<file path="src/rtl/fp32_pkg.sv">
// Shared constants, FSM state type and operand-unpack helper for the fp32
// multiplier front end.
package fp32_pkg;

    localparam int BIAS      = 127;
    localparam int EXP_MAX   = 255;
    localparam int MANT_W    = 24;
    localparam int PROD_W    = 48;
    localparam int MUL_STEPS = 12;

    typedef enum logic [1:0] {IDLE, MUL, NORM, DONE} state_t;

    // Subnormal operands flush to zero, so the hidden bit alone cannot carry them.
    function automatic logic [MANT_W-1:0] unpack_mant(input logic [31:0] x);
        return (x[30:23] != 8'd0) ? {1'b1, x[22:0]} : '0;
    endfunction

endpackage

</file>
<file path="src/rtl/fp32_mul_norm_if.sv">
// Operand/result bus of the fp32 multiplier front end; master is the producer
// of operands and consumer of results.
interface fp32_mul_norm_if;
    logic [31:0] a_in;
    logic [31:0] b_in;
    logic        in_valid;
    logic        in_ready;
    logic [23:0] Mr_norm;
    logic [7:0]  Er_norm;
    logic        GRS;
    logic        sign_out;
    logic        zero_out;
    logic        inf_out;
    logic        nan_out;
    logic        overflow1;
    logic        underflow1;
    logic        out_valid;
    logic        out_ready;

    modport master (
        output a_in, b_in, in_valid, out_ready,
        input  in_ready, Mr_norm, Er_norm, GRS, sign_out, zero_out, inf_out,
               nan_out, overflow1, underflow1, out_valid
    );

    modport slave (
        input  a_in, b_in, in_valid, out_ready,
        output in_ready, Mr_norm, Er_norm, GRS, sign_out, zero_out, inf_out,
               nan_out, overflow1, underflow1, out_valid
    );
endinterface

</file>
<file path="src/rtl/mant_mul_seq.sv">
// Radix-4 shift-add 24x24 multiplier: two multiplier bits retired per cycle,
// full 48-bit product, done_o held until the next start_i.
module mant_mul_seq
    import fp32_pkg::*;
(
    input  logic              clk,
    input  logic              rst,
    input  logic              start_i,
    input  logic [MANT_W-1:0] mcand_i,
    input  logic [MANT_W-1:0] mplier_i,
    output logic              done_o,
    output logic [PROD_W-1:0] prod_o
);

    logic [PROD_W-1:0] mcand_q;
    logic [MANT_W-1:0] mplier_q;
    logic [PROD_W-1:0] acc_q;
    logic [PROD_W-1:0] pp_d;
    logic [3:0]        cnt_q;
    logic              busy_q;
    logic              done_q;

    // mcand_q is pre-shifted each step, so the partial product is already aligned.
    always_comb begin
        pp_d = '0;
        if (mplier_q[0]) pp_d = pp_d + mcand_q;
        if (mplier_q[1]) pp_d = pp_d + {mcand_q[PROD_W-2:0], 1'b0};
    end

    always_ff @(posedge clk) begin
        if (rst) begin
            mcand_q  <= '0;
            mplier_q <= '0;
            acc_q    <= '0;
            cnt_q    <= '0;
            busy_q   <= 1'b0;
            done_q   <= 1'b0;
        end else if (start_i) begin
            mcand_q  <= {{(PROD_W-MANT_W){1'b0}}, mcand_i};
            mplier_q <= mplier_i;
            acc_q    <= '0;
            cnt_q    <= '0;
            busy_q   <= 1'b1;
            done_q   <= 1'b0;
        end else if (busy_q) begin
            acc_q    <= acc_q + pp_d;
            mcand_q  <= {mcand_q[PROD_W-3:0], 2'b00};
            mplier_q <= {2'b00, mplier_q[MANT_W-1:2]};
            cnt_q    <= cnt_q + 4'd1;
            if (cnt_q == 4'(MUL_STEPS - 1)) begin
                busy_q <= 1'b0;
                done_q <= 1'b1;
            end
        end
    end

    assign done_o = done_q;
    assign prod_o = acc_q;

endmodule

</file>
<file path="src/rtl/fp32_mul_norm.sv">
// fp32 multiply front end: classify operands, sequence the mantissa multiply,
// then normalize / denormalize and produce the round-to-nearest-even decision.
module fp32_mul_norm
    import fp32_pkg::*;
(
    input  logic           clk,
    input  logic           rst,
    fp32_mul_norm_if.slave bus
);

    state_t state_q;

    logic              in_ready_q, out_valid_q;
    logic [MANT_W-1:0] mr_q;
    logic [7:0]        er_q;
    logic              grs_q, sign_q, zero_q, inf_q, nan_q, ovf_q, unf_q;
    // operand-derived facts held across the multiply
    logic              sgn_l_q, zero_l_q, inf_l_q, nan_l_q;
    logic signed [9:0] exp_q;

    logic [7:0]        ea, eb;
    logic              fa_nz, fb_nz, nan_d, inf_d, zero_d, accept;
    logic signed [9:0] exp_d;
    logic              mul_done;
    logic [PROD_W-1:0] prod;

    assign ea     = bus.a_in[30:23];
    assign eb     = bus.b_in[30:23];
    assign fa_nz  = |bus.a_in[22:0];
    assign fb_nz  = |bus.b_in[22:0];
    assign accept = (state_q == IDLE) && bus.in_valid;

    always_comb begin
        nan_d  = (ea == 8'(EXP_MAX) && fa_nz) || (eb == 8'(EXP_MAX) && fb_nz) ||
                 ((ea == 8'(EXP_MAX) || eb == 8'(EXP_MAX)) && (ea == 8'd0 || eb == 8'd0));
        inf_d  = (ea == 8'(EXP_MAX) || eb == 8'(EXP_MAX)) && !nan_d;
        zero_d = (ea == 8'd0 || eb == 8'd0) && !nan_d && !inf_d;
        exp_d  = $signed({2'b00, ea}) + $signed({2'b00, eb}) - $signed(10'(BIAS));
    end

    mant_mul_seq u_mul (
        .clk      (clk),
        .rst      (rst),
        .start_i  (accept),
        .mcand_i  (unpack_mant(bus.a_in)),
        .mplier_i (unpack_mant(bus.b_in)),
        .done_o   (mul_done),
        .prod_o   (prod)
    );

    logic signed [9:0] e_n;
    logic [9:0]        shamt;
    logic [MANT_W-1:0] m_n;
    logic              g_n, r_n, s_n, ovf_n, unf_n, grs_n;
    logic [7:0]        er_n;
    logic [25:0]       vec, shv, lost_mask;

    always_comb begin
        e_n = exp_q;
        m_n = prod[46:23];
        g_n = prod[22];
        r_n = prod[21];
        s_n = |prod[20:0];
        if (prod[47]) begin
            m_n = prod[47:24];
            g_n = prod[23];
            r_n = prod[22];
            s_n = |prod[21:0];
            e_n = exp_q + 10'sd1;
        end
        ovf_n     = (e_n >= 10'sd255);
        unf_n     = !ovf_n && (e_n <= 10'sd0);
        er_n      = ovf_n ? 8'hFF : (unf_n ? 8'h00 : e_n[7:0]);
        shamt     = 10'sd1 - e_n;
        vec       = {m_n, g_n, r_n};
        shv       = '0;
        lost_mask = '0;
        // Tiny result: denormalize by 1-E, folding everything shifted out into sticky.
        if (unf_n) begin
            if (shamt >= 10'd26) begin
                s_n = s_n | (|vec);
                m_n = '0;
                g_n = 1'b0;
                r_n = 1'b0;
            end else begin
                shv       = vec >> shamt[4:0];
                lost_mask = (26'd1 << shamt[4:0]) - 26'd1;
                s_n       = s_n | (|(vec & lost_mask));
                m_n       = shv[25:2];
                g_n       = shv[1];
                r_n       = shv[0];
            end
        end
        grs_n = g_n & (r_n | s_n | m_n[0]);
        if (zero_l_q) begin
            m_n   = '0;
            er_n  = '0;
            grs_n = 1'b0;
            ovf_n = 1'b0;
            unf_n = 1'b0;
        end
    end

    always_ff @(posedge clk) begin
        if (rst) begin
            state_q     <= IDLE;
            in_ready_q  <= 1'b1;
            out_valid_q <= 1'b0;
            mr_q <= '0; er_q <= '0; grs_q <= 1'b0; sign_q <= 1'b0;
            zero_q <= 1'b0; inf_q <= 1'b0; nan_q <= 1'b0; ovf_q <= 1'b0; unf_q <= 1'b0;
            sgn_l_q <= 1'b0; zero_l_q <= 1'b0; inf_l_q <= 1'b0; nan_l_q <= 1'b0;
            exp_q   <= '0;
        end else begin
            case (state_q)
                IDLE: if (bus.in_valid) begin
                    sgn_l_q    <= bus.a_in[31] ^ bus.b_in[31];
                    zero_l_q   <= zero_d;
                    inf_l_q    <= inf_d;
                    nan_l_q    <= nan_d;
                    exp_q      <= exp_d;
                    in_ready_q <= 1'b0;
                    state_q    <= MUL;
                end
                MUL: if (mul_done) state_q <= NORM;
                NORM: begin
                    mr_q <= m_n; er_q <= er_n; grs_q <= grs_n; sign_q <= sgn_l_q;
                    zero_q <= zero_l_q; inf_q <= inf_l_q; nan_q <= nan_l_q;
                    ovf_q <= ovf_n; unf_q <= unf_n;
                    out_valid_q <= 1'b1;
                    state_q     <= DONE;
                end
                DONE: if (bus.out_ready) begin
                    out_valid_q <= 1'b0;
                    in_ready_q  <= 1'b1;
                    state_q     <= IDLE;
                end
                default: state_q <= IDLE;
            endcase
        end
    end

    assign bus.in_ready   = in_ready_q;
    assign bus.out_valid  = out_valid_q;
    assign bus.Mr_norm    = mr_q;
    assign bus.Er_norm    = er_q;
    assign bus.GRS        = grs_q;
    assign bus.sign_out   = sign_q;
    assign bus.zero_out   = zero_q;
    assign bus.inf_out    = inf_q;
    assign bus.nan_out    = nan_q;
    assign bus.overflow1  = ovf_q;
    assign bus.underflow1 = unf_q;

endmodule

</file>
<file path="src/flat_wrapper.sv">
// flat-port wrapper written by rule: the top's interface ports become plain ports
module fp32_mul_norm_flat import fp32_pkg::*;
  (clk, rst, bus_a_in, bus_b_in, bus_in_valid, bus_out_ready, bus_in_ready, bus_Mr_norm, bus_Er_norm, bus_GRS, bus_sign_out, bus_zero_out, bus_inf_out, bus_nan_out, bus_overflow1, bus_underflow1, bus_out_valid);
  fp32_mul_norm_if bus_i ();
  input  logic clk;
  input  logic rst;
  input wire logic [$bits(bus_i.a_in)-1:0] bus_a_in;
  input wire logic [$bits(bus_i.b_in)-1:0] bus_b_in;
  input wire logic [$bits(bus_i.in_valid)-1:0] bus_in_valid;
  input wire logic [$bits(bus_i.out_ready)-1:0] bus_out_ready;
  output wire logic [$bits(bus_i.in_ready)-1:0] bus_in_ready;
  output wire logic [$bits(bus_i.Mr_norm)-1:0] bus_Mr_norm;
  output wire logic [$bits(bus_i.Er_norm)-1:0] bus_Er_norm;
  output wire logic [$bits(bus_i.GRS)-1:0] bus_GRS;
  output wire logic [$bits(bus_i.sign_out)-1:0] bus_sign_out;
  output wire logic [$bits(bus_i.zero_out)-1:0] bus_zero_out;
  output wire logic [$bits(bus_i.inf_out)-1:0] bus_inf_out;
  output wire logic [$bits(bus_i.nan_out)-1:0] bus_nan_out;
  output wire logic [$bits(bus_i.overflow1)-1:0] bus_overflow1;
  output wire logic [$bits(bus_i.underflow1)-1:0] bus_underflow1;
  output wire logic [$bits(bus_i.out_valid)-1:0] bus_out_valid;
  assign bus_i.a_in = bus_a_in;
  assign bus_i.b_in = bus_b_in;
  assign bus_i.in_valid = bus_in_valid;
  assign bus_i.out_ready = bus_out_ready;
  assign bus_in_ready = bus_i.in_ready;
  assign bus_Mr_norm = bus_i.Mr_norm;
  assign bus_Er_norm = bus_i.Er_norm;
  assign bus_GRS = bus_i.GRS;
  assign bus_sign_out = bus_i.sign_out;
  assign bus_zero_out = bus_i.zero_out;
  assign bus_inf_out = bus_i.inf_out;
  assign bus_nan_out = bus_i.nan_out;
  assign bus_overflow1 = bus_i.overflow1;
  assign bus_underflow1 = bus_i.underflow1;
  assign bus_out_valid = bus_i.out_valid;
  fp32_mul_norm u_core (.clk(clk), .rst(rst), .bus(bus_i));
endmodule
</file>
<file path="config.mk">
export PLATFORM = sky130hd
export DESIGN_NAME = fp32_mul_norm_flat
export DESIGN_NICKNAME = d
export VERILOG_FILES = /design/src/rtl/fp32_pkg.sv /design/src/rtl/fp32_mul_norm_if.sv /design/src/rtl/mant_mul_seq.sv /design/src/rtl/fp32_mul_norm.sv /design/src/flat_wrapper.sv
export SDC_FILE = /design/constraint.sdc
export NUM_CORES = 1
export LEC_CHECK = 0
export CAP_MARGIN = 20
export CORE_UTILIZATION = 55
export DETAILED_ROUTE_END_ITERATION = 16
export PLACE_DENSITY = 0.72
export SLEW_MARGIN = 20
export SYNTH_ARGS = -nofsm -noshare
export SYNTH_HDL_FRONTEND = slang
export SYNTH_HIERARCHICAL = 1
export SYNTH_SLANG_ARGS = --single-unit
</file>
<file path="constraint.sdc">
create_clock -name clk -period 16.38 [get_ports clk]
set_input_delay 1.638 -clock clk [delete_from_list [all_inputs] [get_ports clk]]
set_output_delay 1.638 -clock clk [all_outputs]
set_load 0.005 [all_outputs]
</file>
==> results.json, run 1 <==
{
  "worstSetupStartpointType": "flop",
  "maxCapViolCount": 0,
  "syn-cell-area_um2": 18300,
  "cts-resized-gates": 0,
  "grt_usage_pct": 31.1,
  "clockBufferDepth": 2,
  "dr.pass1.iters": 5,
  "cts_max_level": 4,
  "synth_cells": 2411,
  "vdd_drop_max_mv": 0.0897,
  "fin_crit_ns": 6.61,
  "io_buffers": 108,
  "root_buffer": "clkbuf_16",
  "async_flop_share_pct": 0,
  "finalCritPeriodShare_pct": 40.4,
  "wl_per_cell_um": 18.5,
  "vias_per_cell": 6.25,
  "p_per_area_nw_per_um2": 98.9,
  "rsz0062_at_grt": "false",
  "whs_ns": 0.461,
  "postPlaceCellArea_um2": 19200,
  "die_y_um": 184,
  "rr_endpoint": "u_core/u_mul/prod_o[36]$_SDFFE_PP0P_",
  "routabilityCongestion": 0.964,
  "clk_pin_slew_ns": 0.07,
  "top_usage_layer": "met2",
  "hold_buffers": 0,
  "cts_setup_buffers": 0,
  "layout_common_cells": "315 x nor2_1, 229 x a21oi_1, 209 x mux2i_1, 179 x dfxtp_1, 173 x nand2_1",
  "routed_wl_um": 52300,
  "syn_area_per_cell_um2": 7.57,
  "cts_inserted_buffers": 17,
  "finalHoldViolCount": 0,
  "finish.instance_area_um2": 19800,
  "ys_seq_elements": 183,
  "worstRegToRegCells": 25,
  "ys_types": 115,
  "dpl.hpwl_um": 38600,
  "synthFlopType": "dfxtp_1",
  "tns_ns": 0,
  "grt_max_degree": 101,
  "gr-usage-met3_pct": 3.85,
  "post-route-util_pct": 60.8,
  "fillers": 3026,
  "final_common_cell": "nor2_1",
  "max-slew-margin-rel_pct": 29.6,
  "cts.sinks": 183,
  "drc_errors": 0,
  "ant_nets": 0,
  "use_met1_pct": 42.3,
  "crit_end": "u_core/u_mul/prod_o[36]$_SDFFE_PP0P_",
  "synth_edf_count": 0,
  "dp.cells": 2800,
  "timing.final.max_slew_violations": 0,
  "rows": 66,
  "critical_path.endpoint_type": "flop",
  "required_ns": 16.73,
  "power_mw": 1.96,
  "r2r-start": "u_core/u_mul/mplier_q[0]$_SDFFE_PP0P_",
  "core_um2": 32600,
  "r2r_slack_ns": 9.77,
  "drive_gt1_share_pct": 6.03,
  "worst_pin_slew_ns": 1.06,
  "antenna_found_initial": 0,
  "yosysWarnings": 6,
  "io_pins": 109,
  "p_leak_nw": 7.80,
  "clk_latency_ns": 0.47,
  "critPathLaunch": "u_core/u_mul/mplier_q[0]$_SDFFE_PP0P_",
  "finalNetCount": 2550,
  "cts_tree": "done",
  "syn_to_final_growth_pct": 8.75,
  "min_path_type": "reg -> reg",
  "dieArea_um2": 33900,
  "clock_skew_ns": 0.0106,
  "dp_slack_ns": 9.84,
  "worstPathArrival_ns": 6.96,
  "setup_violations": 0,
  "worstSetupPathType": "reg -> reg",
  "layout_setup_ws_ns": 9.77,
  "grt_first_pass_wirelength_um": 85000,
  "fp.dieW_um": 184,
  "ys_seq_area_share_pct": 20.1,
  "grt_pass1_vias": 16313,
  "synth_nets": 2584,
  "critPathMaxFanout": 59,
  "outcome": "finished clean",
  "vias": 17690,
  "initial_utilization_pct": 55.9,
  "drt_iter0_drc": 1636,
  "insertedDiodeCount": 0,
  "instances_no_fill": 2832,
  "overflow": 0,
  "fmax_ghz": 0.151,
  "grt_util_met2_pct": 51.2
}
[sequential cells by signal (all words and copies together), names as in the netlist, 2 cells and up]
register,cells
u_core/bus.Mr_norm,24
u_core/u_mul/mcand_q,48
u_core/u_mul/prod_o,48
u_core/state_q,2
u_core/u_mul/cnt_q,4
u_core/bus.Er_norm,8
u_core/u_mul/mplier_q,24
u_core/exp_q,10
[logic make-up (layout without fill, tap and decap cells)]
group	count (synthesis)	count (layout)	synth area share [%]
mux	241	241	13.5
xor+xnor	130	130	6.48
flops	183	183	20.1
compound gates	671	671	24.3
buf+inv	233	212	5.42
fa+ha+maj	107	107	7.43
simple gates	846	846	22.8
[metal layers]
layer	vias up	wire (µm)
li1	8693	-
met1	8320	24400
met2	593	24100
met3	84	2730
met4	0	1070
met5	-	0
[synthesized netlist by cell type (6+ instances only)]
master | number | share of area (%)
a211o_1 | 6 | 0.29
a211oi_1 | 18 | 0.74
a21boi_0 | 7 | 0.29
a21o_1 | 60 | 2.5
a21oi_1 | 229 | 6.3
a22o_1 | 12 | 0.58
a22oi_1 | 28 | 1.2
a31oi_1 | 19 | 0.65
a41oi_2 | 6 | 0.53
and2_1 | 82 | 2.8
and3_1 | 15 | 0.51
and4_1 | 7 | 0.34
buf_1 | 19 | 0.39
buf_2 | 32 | 0.88
buf_6 | 9 | 0.56
clkbuf_1 | 115 | 2.4
dfxtp_1 | 183 | 20
ha_1 | 102 | 7.0
inv_1 | 50 | 1.0
mux2_2 | 31 | 1.9
mux2i_1 | 209 | 11
nand2_1 | 173 | 3.6
nand2b_1 | 19 | 0.65
nand3_1 | 42 | 1.2
nand3b_1 | 9 | 0.37
nand4_1 | 30 | 1.0
nor2_1 | 315 | 6.5
nor2b_1 | 20 | 0.69
nor3_1 | 34 | 0.93
nor3b_1 | 9 | 0.37
nor4_1 | 35 | 1.2
o211ai_1 | 17 | 0.70
o21a_1 | 17 | 0.70
o21ai_0 | 83 | 2.3
o21ai_1 | 22 | 0.60
o21bai_1 | 15 | 0.62
o221ai_1 | 8 | 0.38
o22ai_1 | 35 | 1.2
o31ai_1 | 9 | 0.37
or2_2 | 9 | 0.31
xnor2_1 | 82 | 3.9
xor2_1 | 43 | 2.1
[final cells by class]
cell class                 instances  area [µm²]  share of cell area (%)
clock buffer                      20         437                    2.20
clock inverter                    12         168                   0.845
inverter                          56         211                    1.07
multi-input combinational       1995       13600                    68.6
sequential                       183        3670                    18.5
tap                              442         553                    2.79
timing repair buffer             124        1200                    6.04
[worst min path at each step]
stage / from / end / slack (ns) / cells after the start
after CTS: u_core/bus.Er_norm[1]$_SDFFE_PP0P_ / u_core/bus.Er_norm[1]$_SDFFE_PP0P_ / 0.46 / 2
after global routing: u_core/bus.Er_norm[1]$_SDFFE_PP0P_ / u_core/bus.Er_norm[1]$_SDFFE_PP0P_ / 0.49 / 2
after global placement: u_core/bus.Er_norm[2]$_SDFFE_PP0P_ / u_core/bus.Er_norm[2]$_SDFFE_PP0P_ / 0.45 / 2
final: u_core/bus.Er_norm[1]$_SDFFE_PP0P_ / u_core/bus.Er_norm[1]$_SDFFE_PP0P_ / 0.46 / 2
after floorplan: u_core/u_mul/done_o$_SDFFE_PP0P_ / u_core/u_mul/done_o$_SDFFE_PP0P_ / 0.44 / 2
after detailed placement: u_core/bus.Er_norm[1]$_SDFFE_PP0P_ / u_core/bus.Er_norm[1]$_SDFFE_PP0P_ / 0.45 / 2
[power breakdown]
group / total, mW / switching, mW / internal [mW]
clock network: 0.441 / 0.198 / 0.243
registers: 0.617 / 0.125 / 0.492
logic: 0.904 / 0.565 / 0.340
total: 1.96 / 0.888 / 1.07
[worst max-delay path, stage by stage (launching register included)]
cell and delay (ns):
dfxtp_2 0.96, buf_4 0.58, and2_1 0.22, ha_1 0.30
a41o_1 0.28, a41oi_2 0.19, inv_2 0.06, a21oi_1 0.18
nand2_1 0.12, maj3_1 0.36, a22oi_1 0.19, xnor2_1 0.14
nand2_1 0.08, xor2_1 0.19, ha_1 0.40, nand4_1 0.19
o21ai_1 0.09, a211o_1 0.28, a31o_1 0.22, a21o_1 0.21
a221o_1 0.35, a21oi_1 0.23, nor3b_1 0.08, or3_1 0.33
xnor2_1 0.15, o21ai_1 0.07
(Power assumes the default switching activity.)
==> run 2, diff against run 1 <==
--- a/config.mk
+++ b/config.mk
@@ -8,7 +8,7 @@
 export CAP_MARGIN = 20
 export CORE_UTILIZATION = 55
 export DETAILED_ROUTE_END_ITERATION = 16
-export PLACE_DENSITY = 0.72
+export PLACE_DENSITY = 0.75
 export SLEW_MARGIN = 20
 export SYNTH_ARGS = -nofsm -noshare
 export SYNTH_HDL_FRONTEND = slang
==> constraint.sdc (replaced) <==
create_clock -name clk -period 5.65 [get_ports clk]
set_input_delay 0.565 -clock clk [delete_from_list [all_inputs] [get_ports clk]]
set_output_delay 0.565 -clock clk [all_outputs]
set_load 0.005 [all_outputs]
==> run 2 against run 1 <==
Effect of this change: clock power rose to 2.8 times the previous value; non-clock buffer count is 28 higher; final cell count grew 1.0%; setup slack lost 9.5 ns; die area unchanged; via count increased by 1.2%; total power grew to 2.9 times the previous value; sequential cell count did not move; critical path depth up 1; largest cell class unchanged.
==> results.json, run 2 (synthesized netlist as in run 1, its figures left out) <==
{
  "grt_usage_pct": 30.3,
  "routed_wl_um": 51800,
  "clock_skew_ns": 0.0126,
  "syn_to_final_growth_pct": 10.8,
  "vdd_drop_max_mv": 0.242,
  "timing.final.max_slew_violations": 0,
  "cpPeakStageDelay_ns": 0.41,
  "final_common_cell": "nor2_1",
  "hold_depth": 2,
  "ant_nets": 0,
  "slowest_stage": "o211ai_1",
  "p_leak_nw": 7.98,
  "instances_no_fill": 2861,
  "root_buffer": "clkbuf_16",
  "cts_inserted_buffers": 17,
  "grt_pass1_vias": 16500,
  "dr.pass1.iters": 7,
  "max-slew-margin-rel_pct": 36.5,
  "worstSetupStartpointType": "flop",
  "overflow": 0,
  "grt_max_degree": 106,
  "rows": 66,
  "setup_violations": 0,
  "rsz0062_at_grt": "true",
  "fmax_ghz": 0.185,
  "dp.cells": 2817,
  "grt_first_pass_wirelength_um": 83900,
  "finalCritPeriodShare_pct": 95.6,
  "initial_utilization_pct": 55.9,
  "outcome": "finished clean",
  "routabilityCongestion": 1.01,
  "post-route-util_pct": 62.0,
  "critical_path.endpoint_type": "flop",
  "worstSetupPathType": "reg -> reg",
  "worstRegToRegCells": 26,
  "layout_common_cells": "314 x nor2_1, 224 x a21oi_1, 209 x mux2i_1, 176 x dfxtp_1, 173 x nand2_1",
  "p_per_area_nw_per_um2": 280,
  "drive_gt1_share_pct": 8.06,
  "clk_latency_ns": 0.47,
  "dpl.hpwl_um": 38100,
  "cts_tree": "done",
  "critPathMaxFanout": 7,
  "wl_per_cell_um": 18.1,
  "worst_pin_slew_ns": 0.953,
  "io_pins": 109,
  "fin_crit_ns": 5.40,
  "vias": 17901,
  "cts_max_level": 4,
  "drt_iter0_drc": 1757,
  "hold_buffers": 0,
  "clockBufferDepth": 2,
  "required_ns": 6.00,
  "drc_errors": 0,
  "cts.sinks": 183,
  "antenna_found_initial": 1,
  "fp.dieW_um": 184,
  "finalNetCount": 2578,
  "worstPathArrival_ns": 5.75,
  "core_um2": 32600,
  "die_y_um": 184,
  "clk_pin_slew_ns": 0.08,
  "dieArea_um2": 33900,
  "crit_path_frequent_cell": "a21oi_1",
  "tns_ns": 0,
  "min_path_type": "reg -> reg",
  "maxCapViolCount": 0,
  "io_buffers": 108,
  "vias_per_cell": 6.26,
  "finalHoldViolCount": 0
}
==> run 2: cell types whose count changed in the layout (fill, tap and decap cells not counted), sizes merged <==
cell	before	now
buf	17	44
bufinv	3	0
clkbuf	20	18
clkinv	5	11
clkinvlp	3	0
diode	0	1
inv	57	60
==> run 2: cell type report <==
| cell class | instances | area (µm²) |
|---|---|---|
| clock inverter | 15 | 184 |
| fill | 2906 | 12400 |
| tap | 442 | 553 |
| inverter | 56 | 211 |
| multi-input combinational | 1995 | 13700 |
| clock buffer | 17 | 425 |
| antenna | 1 | 2.50 |
| timing repair buffer | 152 | 1460 |
| sequential | 183 | 3680 |
==> run 2: critical path, delay by kind of cell, from the launching register on <==
kind | cells | cell delay (ns)
AO/OA/AOI/OAI | 16 | 3.08
AND/OR/NAND/NOR | 5 | 0.80
adder cells (fa/ha/maj) | 3 | 0.70
flip-flops | 1 | 0.40
XOR/XNOR | 2 | 0.29
==> run 2: metal layers <==
| layer | vias to the layer above | wire [µm] | GRT usage [%] |
|---|---|---|---|
| li1 | 8752 | - | - |
| met5 | - | 0 | 0 |
| met1 | 8340 | 23400 | 40.8 |
| met2 | 701 | 23600 | 49.2 |
| met4 | 0 | 1580 | 11.7 |
| met3 | 108 | 3270 | 3.66 |
==> run 2: repair_timing <==
item                                   4_1_cts  5_1_grt
setup endpoints to repair                    0       10
endpoints found under the hold margin        0        0
gates resized for setup                      0       14
setup buffers                                0       10
==> run 2: path summary, 6_finish.rpt <==
kind	startpoint	end	slack, ns
max	u_core/u_mul/mplier_q[0]$_SDFFE_PP0P_	u_core/u_mul/prod_o[36]$_SDFFE_PP0P_	0.25
min	u_core/bus.Er_norm[3]$_SDFFE_PP0P_	u_core/bus.Er_norm[3]$_SDFFE_PP0P_	0.46
max reg2reg	u_core/u_mul/mplier_q[0]$_SDFFE_PP0P_	u_core/u_mul/prod_o[36]$_SDFFE_PP0P_	0.25
min reg2reg	u_core/bus.Er_norm[3]$_SDFFE_PP0P_	u_core/bus.Er_norm[3]$_SDFFE_PP0P_	0.46
==> run 2: through the flow <==
stage	setup WS [ns]	total power [mW]	instance area [µm²]	hold WS [ns]
finish	0.246	5.67	20200	0.465
floorplan	-0.141	3.77	18400	0.442
CTS	0.0712	5.62	20100	0.461
global placement	0.291	4.34	19500	0.448
global route	-0.0402	6.00	20200	0.479
detailed placement	0.169	4.37	19500	0.458
==> run 2: report_power, final <==
group	switching, mW	internal, mW
logic	1.70	1.02
clock network	0.638	0.600
registers	0.281	1.43
total	2.62	3.05
